## src/rtl/stream_mux_pkg.sv

```systemverilog
// Shared definitions for the stream multiplexer: arbitration mode encodings,
// output-stage states and the channel-index width helpers.
package stream_mux_pkg;

  typedef enum logic {
    MODE_SEL = 1'b0,
    MODE_RR  = 1'b1
  } mode_e;

  typedef enum logic {
    StEmpty = 1'b0,
    StFull  = 1'b1
  } out_state_e;

  function automatic int unsigned clog2(input int unsigned n);
    int unsigned r;
    int unsigned v;
    r = 0;
    v = 1;
    while (v < n) begin
      v = v << 1;
      r++;
    end
    return r;
  endfunction

  // A single channel still needs a one-bit index.
  function automatic int unsigned sel_width(input int unsigned n);
    return (clog2(n) > 0) ? clog2(n) : 1;
  endfunction

endpackage

```

## src/rtl/rr_pick.sv

```systemverilog
// Round-robin picker: first requesting channel searching upward from ptr+1,
// wrapping modulo N (also for non-power-of-two N).
module rr_pick import stream_mux_pkg::*; #(
  parameter int unsigned N = 4,
  localparam int unsigned SELW = sel_width(N)
) (
  input  logic [N-1:0]    req,
  input  logic [SELW-1:0] ptr,
  output logic            any,
  output logic [SELW-1:0] idx
);

  int unsigned start;
  int unsigned c;

  always_comb begin
    any   = 1'b0;
    idx   = '0;
    c     = 0;
    start = (32'(ptr) >= N - 1) ? 0 : 32'(ptr) + 1;
    for (int unsigned k = 0; k < N; k++) begin
      c = start + k;
      if (c >= N) begin
        c = c - N;
      end
      if (!any && req[c[SELW-1:0]]) begin
        any = 1'b1;
        idx = c[SELW-1:0];
      end
    end
  end

endmodule

```

## src/rtl/stream_mux.sv

```systemverilog
// N-to-1 valid/ready stream multiplexer with fixed-select or round-robin
// arbitration feeding a single registered output stage.
module stream_mux import stream_mux_pkg::*; #(
  parameter int unsigned WIDTH = 8,
  parameter int unsigned N     = 4,
  localparam int unsigned SELW = sel_width(N)
) (
  input  logic                 clk,
  input  logic                 rst,
  input  logic [N*WIDTH-1:0]   in_data,
  input  logic [N-1:0]         in_valid,
  output logic [N-1:0]         in_ready,
  input  logic                 mode,
  input  logic [SELW-1:0]      sel,
  output logic [WIDTH-1:0]     out_data,
  output logic                 out_valid,
  input  logic                 out_ready,
  output logic [SELW-1:0]      out_grant
);

  out_state_e        state_q;
  logic [WIDTH-1:0]  data_q;
  logic [SELW-1:0]   grant_q;
  logic [SELW-1:0]   rr_ptr_q, rr_ptr_d;

  mode_e             mode_w;
  logic              rr_any;
  logic [SELW-1:0]   rr_idx;
  logic              fix_any;
  logic              has_win;
  logic [SELW-1:0]   win;
  logic [WIDTH-1:0]  win_data;
  logic              load;
  logic              xfer_in;

  assign mode_w = mode_e'(mode);

  rr_pick #(
    .N(N)
  ) u_rr_pick (
    .req(in_valid),
    .ptr(rr_ptr_q),
    .any(rr_any),
    .idx(rr_idx)
  );

  // Fixed select; an out-of-range sel never matches any channel.
  always_comb begin
    fix_any = 1'b0;
    for (int unsigned i = 0; i < N; i++) begin
      if (32'(sel) == i && in_valid[i]) begin
        fix_any = 1'b1;
      end
    end
  end

  always_comb begin
    if (mode_w == MODE_RR) begin
      has_win = rr_any;
      win     = rr_idx;
    end else begin
      has_win = fix_any;
      win     = sel;
    end
  end

  assign load    = (state_q == StEmpty) || out_ready;
  assign xfer_in = load && has_win && !rst;

  always_comb begin
    in_ready = '0;
    win_data = '0;
    for (int unsigned i = 0; i < N; i++) begin
      if (32'(win) == i) begin
        in_ready[i] = xfer_in;
        win_data    = in_data[i*WIDTH +: WIDTH];
      end
    end
  end

  always_comb begin
    rr_ptr_d = rr_ptr_q;
    if (xfer_in && mode_w == MODE_RR) begin
      rr_ptr_d = win;
    end
  end

  // Output stage: load when empty or when the held word leaves this cycle.
  always_ff @(posedge clk) begin
    if (rst) begin
      state_q  <= StEmpty;
      data_q   <= '0;
      grant_q  <= '0;
      rr_ptr_q <= SELW'(N - 1);
    end else begin
      rr_ptr_q <= rr_ptr_d;
      if (load) begin
        if (has_win) begin
          state_q <= StFull;
          data_q  <= win_data;
          grant_q <= win;
        end else begin
          state_q <= StEmpty;
        end
      end
    end
  end

  assign out_valid = (state_q == StFull);
  assign out_data  = data_q;
  assign out_grant = grant_q;

endmodule

```

## config.mk

```make
export PLATFORM = sky130hd
export DESIGN_NAME = stream_mux
export DESIGN_NICKNAME = d
export VERILOG_FILES = /design/src/rtl/stream_mux_pkg.sv /design/src/rtl/rr_pick.sv /design/src/rtl/stream_mux.sv
export SDC_FILE = /design/constraint.sdc
export NUM_CORES = 1
export LEC_CHECK = 0
export BUFFER_PORTS_ARGS = -buffer_cell sky130_fd_sc_hd__buf_2
export CAP_MARGIN = 20
export CORE_MARGIN = 2
export CORE_UTILIZATION = 47
export DETAILED_ROUTE_END_ITERATION = 10
export PLACE_DENSITY = 0.86
export SLEW_MARGIN = 15
export SYNTH_ARGS = -nofsm -noshare
export SYNTH_HDL_FRONTEND = slang
export SYNTH_SLANG_ARGS = --single-unit
```

## constraint.sdc

```tcl
create_clock -name clk -period 3.8 [get_ports clk]
set_input_delay 0.38 -clock clk [delete_from_list [all_inputs] [get_ports clk]]
set_output_delay 0.38 -clock clk [all_outputs]
set_load 0.1 [all_outputs]
```

==> reports/metrics.json, run 1 <==
{
  "outcome": {
    "status": "complete, no violations"
  },
  "worst_hold_path": {
    "min_path_cells": 2,
    "holdCritPathClass": "in -> reg"
  },
  "worst_setup_path": {
    "timing.reg2reg.worst_path_depth": 8,
    "crit_path_max_fanout": 11,
    "critical_path_class": "reg -> out",
    "cp-start-kind": "flop",
    "critical_path.endpoint_type": "output port",
    "cp.required_ps": 3420,
    "cp_data_arrival_time_ps": 3070
  },
  "floorplan": {
    "floorplan.die_area_um2": 3090,
    "floorplan.die.width_um": 55.6,
    "boundaryPins": 57,
    "placementRows": 18,
    "start_util_pct": 50.0,
    "die_h_um": 55.6,
    "core_area_um2": 2500
  },
  "synth": {
    "synth_seq_cells": 13,
    "mappedNetlistArea_um2": 1250,
    "postSynth.asyncResetShare_pct": 0,
    "ys_dominant_reg_cell": "sky130_fd_sc_hd__dfxtp_1",
    "synthesis.yosys.warnings": 0,
    "syn_avg_cell_area_um2": 9.26,
    "postSynthNetCount": 180,
    "synthTopCellsByArea": "sky130_fd_sc_hd__dfxtp_1 (21%), sky130_fd_sc_hd__mux2i_1 (15%), sky130_fd_sc_hd__o221ai_1 (5.6%)",
    "synth_sequential_area_ratio_pct": 20.8,
    "synthCells": 135,
    "ys_types": 50,
    "synth_edf_count": 0,
    "library_cell_with_the_largest_summed_area_after_synthesis": "sky130_fd_sc_hd__dfxtp_1",
    "synth_top_area_share_pct": 20.8
  },
  "cts": {
    "cts-buffers-inserted": 3,
    "cts_sinks": 13,
    "cts-htree-levels": 1,
    "clock_tree_from_tritoncts": "built",
    "cts_hold_repair.buffers": 0,
    "cts_post_setup_buffers_inserted": 0,
    "cts.path.max_buffers": 2,
    "clock_transition_at_the_registers_of_the_reported_paths_ps": 70,
    "clk_root_buffer_cell": "sky130_fd_sc_hd__clkbuf_4",
    "clock_latency_ps": 280,
    "cts.repair.resized": 0
  },
  "routing": {
    "routed_wirelength_mm": 3.37,
    "postRouteAntennaNets": 0,
    "routed_via_density": 5.96,
    "vias": 1294,
    "detail_route.drc_violations": 0,
    "drt_iter0_markers": 26,
    "drtPass1Iterations": 4,
    "post_drt_wl_per_cell_um": 15.5
  },
  "timing": {
    "period_minus_ws_final_ps": 3450,
    "fin_crit_sh_pct": 90.8,
    "final-setup-viol-count": 0,
    "timing.hold.ws_ps": 395,
    "fin_worst_skew_ps": 13.9,
    "final-max-slew-violation-count": 0,
    "timing.fmax_ghz": 0.290,
    "tightestPinTransition_ps": 628,
    "finalHoldViolCount": 0,
    "grt_setup_unrepaired": "false",
    "slew-limit-headroom_pct": 58.1
  },
  "power": {
    "power.density_nw_per_um2": 576,
    "power.clock.fraction_pct": 9.3,
    "power.switching_uw": 503,
    "power.share.combinational_pct": 70.8,
    "power_report.internal_total_uw": 417,
    "power_switching_share_pct": 54.7,
    "power.total_uw": 920,
    "leakagePower_uw": 0.000780,
    "irDropWorstVdd_v": 0.000491,
    "sequentialPowerShare_pct": 20.0
  },
  "finish": {
    "area_delta_synth_final_pct": 27.9,
    "fill_cells": 199,
    "diodes": 0,
    "layout.cell_area.non_filler_um2": 1600,
    "nets": 233,
    "fin_cells": 217,
    "final_util_pct": 64.0,
    "most_used_cells_in_the_layout_excluding_fill_and_tap_cells": "sky130_fd_sc_hd__buf_2 (52), sky130_fd_sc_hd__mux2i_1 (19), sky130_fd_sc_hd__nand2_1 (13), sky130_fd_sc_hd__dfxtp_1 (13), sky130_fd_sc_hd__o221ai_1 (8)",
    "layout-drive-gt1-share_pct": 42.2,
    "most_common_cell_after_layout_fill_and_taps_aside": "sky130_fd_sc_hd__buf_2"
  },
  "placed_design": {
    "io_buffers": 56,
    "dp.cells": 213,
    "post-dp-hpwl_mm": 2.66,
    "detailed_place.area_um2": 1570,
    "globalplace.congestion": 0.870
  },
  "job": {
    "drv_cap": 0
  },
  "global_routing": {
    "first_global_vias": 1277,
    "grt_start_max_net_pins": 21,
    "wire_length_of_the_first_global_routing_pass_mm": 5.49,
    "number_of_antenna_violations_at_the_first_check_in_global_routing": 0,
    "grtUsageTotal_pct": 21.9,
    "grt.overflow.total": 0
  }
}
## cells in the mapped netlist (3+ instances only)
cell type,n
sky130_fd_sc_hd__mux2i_1,19
sky130_fd_sc_hd__dfxtp_1,13
sky130_fd_sc_hd__nand2_1,13
sky130_fd_sc_hd__nor2_1,9
sky130_fd_sc_hd__o221ai_1,8
sky130_fd_sc_hd__a21oi_1,7
sky130_fd_sc_hd__inv_1,6
sky130_fd_sc_hd__buf_6,3
sky130_fd_sc_hd__ha_1,3
sky130_fd_sc_hd__o21ai_0,3
## critical path, stage by stage (launching register included)
cell                       delay [ps]
sky130_fd_sc_hd__dfxtp_1          330
sky130_fd_sc_hd__inv_1            100
sky130_fd_sc_hd__ha_1             450
sky130_fd_sc_hd__o21a_1           180
sky130_fd_sc_hd__or4_4            480
sky130_fd_sc_hd__a311o_2          460
sky130_fd_sc_hd__nand3b_2         110
sky130_fd_sc_hd__or3_1            350
sky130_fd_sc_hd__nor2_1           130
sky130_fd_sc_hd__buf_12           210
## cell type report
cell class / count / area (um^2) / area share, %
Timing Repair Buffer: 58 / 355 / 22.2
Inverter: 6 / 22.5 / 1.41
Multi-Input combinational cell: 106 / 897 / 56.1
Clock buffer: 4 / 26.3 / 1.64
Sequential cell: 13 / 260 / 16.3
Tap cell: 30 / 37.5 / 2.35
## sequential cells by signal, indices dropped and copies added (netlist names)
name       flops
out_data       8
out_grant      2
out_valid      1
rr_ptr_q       2
## final timing paths
path | start | end | slack (ps)
max | rr_ptr_q[0]$_SDFFE_PP1P_ | in_ready[3] | 350
min | rst | out_grant[1]$_SDFFE_PP0N_ | 400
max reg2reg | rr_ptr_q[0]$_SDFFE_PP1P_ | out_data[4]$_SDFFE_PP0N_ | 820
min reg2reg | out_grant[0]$_SDFFE_PP0N_ | out_grant[0]$_SDFFE_PP0N_ | 460
## stage by stage
step	setup TNS, ps	worst slack, ps
floorplan	-323	-162
global route	0	153
detailed placement	0	664
global placement	0	748
CTS	0	351
finish	0	349
## metal layers
metal	GRT usage [%]	wire length (um)	vias up
met5	0	0	-
li1	-	-	627
met2	38.9	1790	41
met3	5.58	148	8
met1	25.0	1360	618
met4	8.36	63	0
## power by group through the flow
| stage | clock network [uW] | registers, uW | logic, uW |
|---|---|---|---|
| 3_5_place_dp | 0 | 186 | 649 |
| 6_report | 85.5 | 184 | 651 |
| 5_1_grt | 96.3 | 188 | 689 |
| 2_1_floorplan | 0 | 369 | 359 |
| 3_3_place_gp | 0 | 184 | 632 |
| 4_1_cts | 88.0 | 184 | 650 |
## logic make-up (layout without fill, tap and decap cells)
family	count (synthesis)	count (layout)	synth area share [%]
buffers and inverters	16	68	8.71
DFF	13	13	20.8
xor gates and xnor gates	1	1	0.701
muxes	25	25	24.4
AOI/OAI and AO/OA	37	37	24.6
and+or+nand+nor	40	40	17.7
adders and majority gates	3	3	3.00
Note: power is estimated with default switching activity, not from simulation.
==> run 2, diff against run 1 <==
--- a/config.mk
+++ b/config.mk
@@ -5,10 +5,11 @@
 export SDC_FILE = /design/constraint.sdc
 export NUM_CORES = 1
 export LEC_CHECK = 0
+export ABC_AREA = 1
 export BUFFER_PORTS_ARGS = -buffer_cell sky130_fd_sc_hd__buf_2
 export CAP_MARGIN = 20
 export CORE_MARGIN = 2
-export CORE_UTILIZATION = 47
+export CORE_UTILIZATION = 46
 export DETAILED_ROUTE_END_ITERATION = 10
 export PLACE_DENSITY = 0.86
 export SLEW_MARGIN = 15
==> constraint.sdc (replaced) <==
create_clock -name clk -period 3.93 [get_ports clk]
set_input_delay 0.393 -clock clk [delete_from_list [all_inputs] [get_ports clk]]
set_output_delay 0.393 -clock clk [all_outputs]
set_load 0.1 [all_outputs]
==> reports/metrics.json, run 2 <==
{
  "timing": {
    "finalHoldViolCount": {"value": 0, "change": "unchanged"},
    "period_minus_ws_final_ps": 3480,
    "fin_crit_sh_pct": 88.5,
    "tightestPinTransition": {"value": 496, "unit": "ps", "change": "-133 ps"},
    "fin_worst_skew": {"value": 2.10, "unit": "ps", "change": "-11.8 ps"},
    "final-setup-viol-count": {"value": 0, "change": "unchanged"},
    "timing.fmax_ghz": 0.287,
    "grt_setup_unrepaired": "false",
    "slew-limit-headroom": {"value": 67.2, "unit": "%", "change": "+9.1 points"},
    "final-max-slew-violation-count": {"value": 0, "change": "unchanged"}
  },
  "finish": {
    "largest_register_ffs": {"value": 8, "change": "unchanged"},
    "area_delta_synth_final_pct": 25.8,
    "layout-drive-gt1-share": {"value": 33.6, "unit": "%", "change": "-8.6 points"},
    "diodes": {"value": 0, "change": "unchanged"},
    "final_util": {"value": 59.9, "unit": "%", "change": "-4.0 points"},
    "fill_cells": {"value": 242, "change": "+22%"},
    "most_common_cell_after_layout_fill_and_taps_aside": "sky130_fd_sc_hd__buf_2",
    "nets": {"value": 290, "change": "+24%"},
    "most_used_cells_in_the_layout_excluding_fill_and_tap_cells": "sky130_fd_sc_hd__buf_2 (56), sky130_fd_sc_hd__nand2_1 (43), sky130_fd_sc_hd__nand3_1 (36)"
  },
  "worst_setup_path": {
    "crit_path_max_fanout": {"value": 20, "change": "+9"},
    "cp.required": {"value": 3540, "unit": "ps", "change": "+120 ps"},
    "cp_data_arrival_time": {"value": 3090, "unit": "ps", "change": "+20 ps"},
    "cp_slowest_stage_delay": {"value": 620, "unit": "ps", "change": "+140 ps"},
    "cp-start-kind": "flop",
    "cpMostUsedCell": "sky130_fd_sc_hd__nand2_1",
    "critical_path.endpoint_type": "output port",
    "critical_path_class": "reg -> out",
    "regToRegSetupSlack": {"value": 1170, "unit": "ps", "change": "+350 ps"},
    "slowest_stage": "sky130_fd_sc_hd__dfxtp_1",
    "crit_path_cell_trace": "inv_6 -> ha_1 -> inv_1 -> nand2_1 -> nand2_1 -> nand2_1 -> nand2_1 -> nand3_1 -> nand2_1 -> nand3_2 -> nand2_2 -> inv_2 -> nor3_2 -> buf_2"
  },
  "synth": {
    "most_frequent_cell_after_synthesis": "sky130_fd_sc_hd__nand2_1",
    "synth_edf_count": {"value": 0, "change": "unchanged"},
    "mappedNetlistArea": {"value": 1160, "unit": "um^2", "change": "-7.3%"},
    "synth_sequential_area_ratio": {"value": 22.5, "unit": "%", "change": "+1.6 points"},
    "synth_common_cells": "sky130_fd_sc_hd__nand2_1 (43), sky130_fd_sc_hd__nand3_1 (36), sky130_fd_sc_hd__nor2_1 (22)",
    "syn_avg_cell_area": {"value": 6.13, "unit": "um^2", "change": "-34%"},
    "synth_seq_cells": {"value": 13, "change": "unchanged"},
    "synth_top_area_share": {"value": 22.5, "unit": "%", "change": "+1.6 points"},
    "synthCells": {"value": 189, "change": "+40%"},
    "ys_types": {"value": 23, "change": "-54%"},
    "ys_dominant_reg_cell": "sky130_fd_sc_hd__dfxtp_1",
    "postSynthNetCount": {"value": 234, "change": "+30%"},
    "synthesis.yosys.warnings": {"value": 0, "change": "unchanged"},
    "library_cell_with_the_largest_summed_area_after_synthesis": "sky130_fd_sc_hd__dfxtp_1",
    "synthTopCellsByArea": "sky130_fd_sc_hd__dfxtp_1 (22%), sky130_fd_sc_hd__nand3_1 (16%), sky130_fd_sc_hd__nand2_1 (14%)",
    "postSynth.asyncResetShare": {"value": 0, "unit": "%", "change": "unchanged"}
  },
  "cts": {
    "cts_hold_repair.buffers": {"value": 0, "change": "unchanged"},
    "clock_transition_at_the_registers_of_the_reported_paths": {"value": 80, "unit": "ps", "change": "about the same"},
    "cts.path.max_buffers": {"value": 2, "change": "unchanged"},
    "cts_sinks": {"value": 13, "change": "unchanged"},
    "cts_post_setup_buffers_inserted": {"value": 0, "change": "unchanged"},
    "cts-buffers-inserted": {"value": 3, "change": "unchanged"},
    "cts-htree-levels": {"value": 1, "change": "unchanged"},
    "clock_latency": {"value": 280, "unit": "ps", "change": "about the same"},
    "clk_root_buffer_cell": "sky130_fd_sc_hd__clkbuf_4",
    "clock_tree_from_tritoncts": "built",
    "cts.repair.resized": {"value": 0, "change": "unchanged"}
  },
  "routing": {
    "vias": {"value": 1433, "change": "+11%"},
    "drtPass1Iterations": {"value": 4, "change": "unchanged"},
    "postRouteAntennaNets": {"value": 0, "change": "unchanged"},
    "detail_route.drc_violations": {"value": 0, "change": "unchanged"},
    "post_drt_wl_per_cell": {"value": 11.6, "unit": "um", "change": "-25%"},
    "routed_wirelength": {"value": 3.17, "unit": "mm", "change": "-5.9%"},
    "routed_via_density": {"value": 5.23, "change": "-12%"},
    "drt_iter0_markers": {"value": 64, "change": "+150%"}
  },
  "floorplan": {
    "die_h": {"value": 54.2, "unit": "um", "change": "-2.5%"},
    "boundaryPins": {"value": 57, "change": "unchanged"},
    "placementRows": {"value": 18, "change": "unchanged"},
    "core_area": {"value": 2430, "unit": "um^2", "change": "-2.7%"},
    "start_util": {"value": 47.6, "unit": "%", "change": "-2.4 points"},
    "floorplan.die_area": {"value": 2940, "unit": "um^2", "change": "-4.9%"},
    "floorplan.die.width": {"value": 54.2, "unit": "um", "change": "-2.5%"}
  },
  "placed_design": {
    "post-dp-hpwl": {"value": 2.54, "unit": "mm", "change": "-4.6%"},
    "io_buffers": {"value": 56, "change": "unchanged"},
    "globalplace.congestion": {"value": 0.868, "change": "-0.20%"}
  },
  "global_routing": {
    "number_of_antenna_violations_at_the_first_check_in_global_routing": {"value": 0, "change": "unchanged"},
    "wire_length_of_the_first_global_routing_pass": {"value": 5.05, "unit": "mm", "change": "-8.0%"},
    "grt_start_max_net_pins": {"value": 22, "change": "+4.8%"},
    "grt.overflow.total": {"value": 0, "change": "unchanged"},
    "first_global_vias": {"value": 1273, "change": "-0.31%"},
    "grtUsageTotal": {"value": 23.3, "unit": "%", "change": "+1.3 points"}
  },
  "worst_hold_path": {
    "holdCritPathClass": "in -> reg"
  },
  "outcome": {
    "status": "complete, no violations"
  },
  "power": {
    "power.total": {"value": 708, "unit": "uW", "change": "-23%"},
    "irDropWorstVdd": {"value": 0.000471, "unit": "V", "change": "-4.1%"},
    "power.density": {"value": 486, "unit": "nW/um^2", "change": "-16%"},
    "leakagePower": {"value": 0.000799, "unit": "uW", "change": "+2.4%"}
  },
  "job": {
    "drv_cap": {"value": 0, "change": "unchanged"}
  }
}
-- run 2: path summary, 6_finish.rpt --
kind | start | depth (start not counted) | endpoint
setup / recovery | rr_ptr_q[0]$_SDFFE_PP1P_ | 14 | in_ready[1]
hold / removal | rst | 2 | out_valid$_SDFFE_PP0N_
setup reg to reg | rr_ptr_q[0]$_SDFFE_PP1P_ | 15 | out_data[5]$_SDFFE_PP0N_
hold reg to reg | out_data[5]$_SDFFE_PP0N_ | 2 | out_data[5]$_SDFFE_PP0N_
-- run 2: where the power goes --
group	internal [uW]	total (uW)	switching [uW]
registers	154	170	16.3
logic	110	452	342
clock network	39.4	86.4	47.0
total	303	708	405
-- run 2: per-layer routing --
| metal | vias up | wire length, um | track usage, % |
|---|---|---|---|
| met1 | 629 | 1430 | 30.1 |
| li1 | 738 | - | - |
| met2 | 59 | 1470 | 38.4 |
| met3 | 7 | 230 | 4.72 |
| met5 | - | 0 | 0 |
| met4 | 0 | 43 | 7.50 |
-- run 2: logic make-up after synthesis --
kind of cell / Yosys count / share of synthesized area [%]
simple gates: 125 / 50.8
flops: 13 / 22.5
compound gates: 25 / 11.9
fa+ha+maj: 3 / 3.24
buf+inv: 23 / 11.7
-- run 2: final cells by class --
cell class,instances,area [um^2],area share [%]
Multi-Input combinational cell,153,773,53.0
Timing Repair Buffer,58,295,20.3
Inverter,16,65.1,4.46
Tap cell,30,37.5,2.58
Sequential cell,13,260,17.9
Clock buffer,4,26.3,1.80
-- run 2: metrics by stage --
step,TNS (ps),worst slack [ps],instance area [um^2],hold WS [ps],cells
floorplan,-575,-287,1170,462,189
global placement,0,806,1430,453,270
detailed placement,0,760,1430,470,270
CTS,0,450,1460,350,274
global route,0,180,1460,344,274
finish,0,450,1460,341,274
-- run 2: worst max-delay path: cells and delay by family (launching register included) --
family                     cells  cell delay, ps
adders and majority gates      1             350
and+or+nand+nor                9            1000
buffers and inverters          4             830
DFF                            1             620
==> run 3, diff against run 2 <==
--- a/config.mk
+++ b/config.mk
@@ -9,9 +9,9 @@
 export BUFFER_PORTS_ARGS = -buffer_cell sky130_fd_sc_hd__buf_2
 export CAP_MARGIN = 20
 export CORE_MARGIN = 2
-export CORE_UTILIZATION = 46
+export CORE_UTILIZATION = 30
 export DETAILED_ROUTE_END_ITERATION = 10
-export PLACE_DENSITY = 0.86
+export PLACE_DENSITY = 0.62
 export SLEW_MARGIN = 15
 export SYNTH_ARGS = -nofsm -noshare
 export SYNTH_HDL_FRONTEND = slang
==> reports/metrics.json, run 3 (same netlist as run 2, synthesis figures left out) <==
{
  "outcome": {
    "status": "complete, no violations"
  },
  "worst_setup_path": {
    "regToRegEndpoint": "out_data[5]$_SDFFE_PP0N_",
    "regToRegSetupSlack": {"value": 1170, "unit": "ps", "change": "about the same"},
    "cp_data_arrival_time": {"value": 3120, "unit": "ps", "change": "+30 ps"},
    "crit_path_max_fanout": {"value": 20, "change": "unchanged"},
    "critical_path_class": "reg -> out",
    "cp.required": {"value": 3540, "unit": "ps", "change": "about the same"},
    "r2r-start": "rr_ptr_q[0]$_SDFFE_PP1P_",
    "critical_path.endpoint_type": "output port",
    "cp-start-kind": "flop",
    "timing.reg2reg.worst_path_depth": {"value": 15, "change": "unchanged"}
  },
  "finish": {
    "largest_register_ffs": {"value": 8, "change": "unchanged"},
    "area_delta_synth_final_pct": 29.4,
    "area.sequential": {"value": 260, "unit": "um^2", "change": "unchanged"},
    "diodes": {"value": 0, "change": "unchanged"},
    "most_used_cells_in_the_layout_excluding_fill_and_tap_cells": "sky130_fd_sc_hd__buf_2 (56), sky130_fd_sc_hd__nand2_1 (43), sky130_fd_sc_hd__nand3_1 (36)",
    "nets": {"value": 290, "change": "unchanged"},
    "multiInputGateArea": {"value": 773, "unit": "um^2", "change": "unchanged"},
    "layout-drive-gt1-share": {"value": 33.6, "unit": "%", "change": "unchanged"},
    "most_common_cell_after_layout_fill_and_taps_aside": "sky130_fd_sc_hd__buf_2",
    "fill_cells": {"value": 440, "change": "+82%"}
  },
  "timing": {
    "tightestPinTransition": {"value": 493, "unit": "ps", "change": "-2.66 ps"},
    "grt_setup_unrepaired": "false",
    "final-setup-viol-count": {"value": 0, "change": "unchanged"},
    "timing.fmax": {"value": 0.285, "unit": "GHz", "change": "-0.91%"},
    "slew-limit-headroom": {"value": 67.4, "unit": "%", "change": "+0.18 points"},
    "finalHoldViolCount": {"value": 0, "change": "unchanged"},
    "timing.hold.ws": {"value": 392, "unit": "ps", "change": "+51.7 ps"},
    "fin_worst_skew": {"value": 2.59, "unit": "ps", "change": "+0.492 ps"},
    "period_minus_ws_final": {"value": 3510, "unit": "ps", "change": "+32.1 ps"},
    "fin_crit_sh": {"value": 89.4, "unit": "%", "change": "+0.82 points"},
    "final-max-slew-violation-count": {"value": 0, "change": "unchanged"}
  },
  "global_routing": {
    "first_global_vias": {"value": 1335, "change": "+4.9%"},
    "grtUsageTotal": {"value": 16.3, "unit": "%", "change": "-7.0 points"},
    "wire_length_of_the_first_global_routing_pass": {"value": 5.66, "unit": "mm", "change": "+12%"},
    "grt.overflow.total": {"value": 0, "change": "unchanged"},
    "grt_start_max_net_pins": {"value": 21, "change": "-4.5%"},
    "number_of_antenna_violations_at_the_first_check_in_global_routing": {"value": 0, "change": "unchanged"}
  },
  "power": {
    "power.density": {"value": 497, "unit": "nW/um^2", "change": "+2.2%"},
    "power.clock.fraction": {"value": 16.3, "unit": "%", "change": "+4.1 points"},
    "leakagePower": {"value": 0.000807, "unit": "uW", "change": "+0.97%"},
    "power.total": {"value": 745, "unit": "uW", "change": "+5.1%"},
    "power_switching_share": {"value": 54.9, "unit": "%", "change": "-2.3 points"},
    "sequentialPowerShare": {"value": 22.8, "unit": "%", "change": "-1.2 points"},
    "power.switching": {"value": 409, "unit": "uW", "change": "+0.91%"},
    "irDropWorstVdd": {"value": 0.000229, "unit": "V", "change": "-51%"},
    "power.share.combinational": {"value": 60.9, "unit": "%", "change": "-2.9 points"},
    "power_report.internal_total": {"value": 335, "unit": "uW", "change": "+11%"}
  },
  "cts": {
    "clock_latency": {"value": 240, "unit": "ps", "change": "-40 ps"},
    "cts.path.max_buffers": {"value": 2, "change": "unchanged"},
    "cts_post_setup_buffers_inserted": {"value": 0, "change": "unchanged"},
    "clock_transition_at_the_registers_of_the_reported_paths": {"value": 60, "unit": "ps", "change": "-20 ps"},
    "clock_tree_from_tritoncts": "built",
    "cts_hold_repair.buffers": {"value": 0, "change": "unchanged"},
    "cts_sinks": {"value": 13, "change": "unchanged"},
    "cts.repair.resized": {"value": 0, "change": "unchanged"},
    "cts-buffers-inserted": {"value": 3, "change": "unchanged"},
    "clk_root_buffer_cell": "sky130_fd_sc_hd__clkbuf_8",
    "cts-htree-levels": {"value": 1, "change": "unchanged"}
  },
  "worst_hold_path": {
    "worst_min_path_start": "rst",
    "holdCritPathClass": "in -> reg",
    "min_path_cells": {"value": 2, "change": "unchanged"},
    "whs_endpoint": "out_valid$_SDFFE_PP0N_"
  },
  "placed_design": {
    "io_buffers": {"value": 56, "change": "unchanged"},
    "post-dp-hpwl": {"value": 2.66, "unit": "mm", "change": "+4.7%"},
    "globalplace.congestion": {"value": 0.814, "change": "-6.3%"}
  },
  "floorplan": {
    "floorplan.die.width": {"value": 66.1, "unit": "um", "change": "+22%"},
    "boundaryPins": {"value": 57, "change": "unchanged"},
    "start_util": {"value": 31.4, "unit": "%", "change": "-16 points"},
    "core_area": {"value": 3690, "unit": "um^2", "change": "+52%"},
    "die_h": {"value": 66.1, "unit": "um", "change": "+22%"},
    "placementRows": {"value": 22, "change": "+4"},
    "floorplan.die_area": {"value": 4380, "unit": "um^2", "change": "+49%"}
  },
  "job": {
    "drv_cap": {"value": 0, "change": "unchanged"}
  },
  "routing": {
    "detail_route.drc_violations": {"value": 0, "change": "unchanged"},
    "vias": {"value": 1414, "change": "-1.3%"},
    "postRouteAntennaNets": {"value": 0, "change": "unchanged"},
    "drtPass1Iterations": {"value": 4, "change": "unchanged"},
    "routed_wirelength": {"value": 3.35, "unit": "mm", "change": "+5.7%"},
    "routed_via_density": {"value": 4.84, "change": "-7.4%"},
    "post_drt_wl_per_cell": {"value": 11.5, "unit": "um", "change": "-0.84%"},
    "drt_iter0_markers": {"value": 48, "change": "-25%"}
  }
}
## run 3: cell types whose count changed in the layout (fill, tap and decap cells not counted)
cell                       delta
sky130_fd_sc_hd__clkbuf_4     -3
sky130_fd_sc_hd__clkbuf_8     +3
## run 3: worst max path at each step
| stage | slack [ps] | endpoint | cells after the start | startpoint |
|---|---|---|---|---|
| final | 420 | in_ready[3] | 14 | rr_ptr_q[0]$_SDFFE_PP1P_ |
| after floorplan | -290 | in_ready[0] | 14 | rr_ptr_q[0]$_SDFFE_PP1P_ |
| after CTS | 430 | in_ready[3] | 14 | rr_ptr_q[0]$_SDFFE_PP1P_ |
| after detailed placement | 710 | in_ready[3] | 14 | rr_ptr_q[0]$_SDFFE_PP1P_ |
| after global routing | 110 | in_ready[3] | 14 | rr_ptr_q[0]$_SDFFE_PP1P_ |
| after global placement | 760 | in_ready[1] | 14 | rr_ptr_q[0]$_SDFFE_PP1P_ |
## run 3: power groups by stage
stage	clock network, uW	registers [uW]	logic [uW]
2_1_floorplan	0	306	251
3_3_place_gp	0	173	452
3_5_place_dp	0	172	453
4_1_cts	126	170	454
5_1_grt	132	173	498
6_report	122	169	454
## run 3: cell type report
cell class | instances | area share (%)
multi-input combinational | 153 | 51.6
clock buffer | 4 | 3.01
inverter | 16 | 4.34
sequential | 13 | 17.4
timing repair buffer | 58 | 19.7
tap | 48 | 4.01
## run 3: worst max-delay path: stages (launching register included)
cell	delay, ps
sky130_fd_sc_hd__dfxtp_1	610
sky130_fd_sc_hd__inv_6	70
sky130_fd_sc_hd__ha_1	350
sky130_fd_sc_hd__inv_1	140
sky130_fd_sc_hd__nand2_1	90
sky130_fd_sc_hd__nand2_1	70
sky130_fd_sc_hd__nand2_1	60
sky130_fd_sc_hd__nand2_1	60
sky130_fd_sc_hd__nand3_1	80
sky130_fd_sc_hd__nand2_1	80
sky130_fd_sc_hd__nand3_2	80
sky130_fd_sc_hd__nand2_2	310
sky130_fd_sc_hd__inv_2	190
sky130_fd_sc_hd__nor3_2	230
sky130_fd_sc_hd__buf_2	450
## run 3: stage by stage
| stage | cells | setup WS [ps] | setup TNS (ps) | util, % | area, um^2 |
|---|---|---|---|---|---|
| after floorplan | 189 | -287 | -575 | - | 1170 |
| after global placement | 288 | 757 | 0 | 39.4 | 1450 |
| after detailed placement | 288 | 707 | 0 | 39.4 | 1450 |
| after CTS | 292 | 431 | 0 | 40.6 | 1500 |
| after global routing | 292 | 108 | 0 | 40.6 | 1500 |
| final | 292 | 418 | 0 | 40.6 | 1500 |
## run 3: metal layers
layer / GRT usage [%] / part of all wire (%)
met1: 21.9 / 48
met2: 27.0 / 45
met3: 2.73 / 6.2
met4: 3.83 / 1.1
met5: 0 / 0
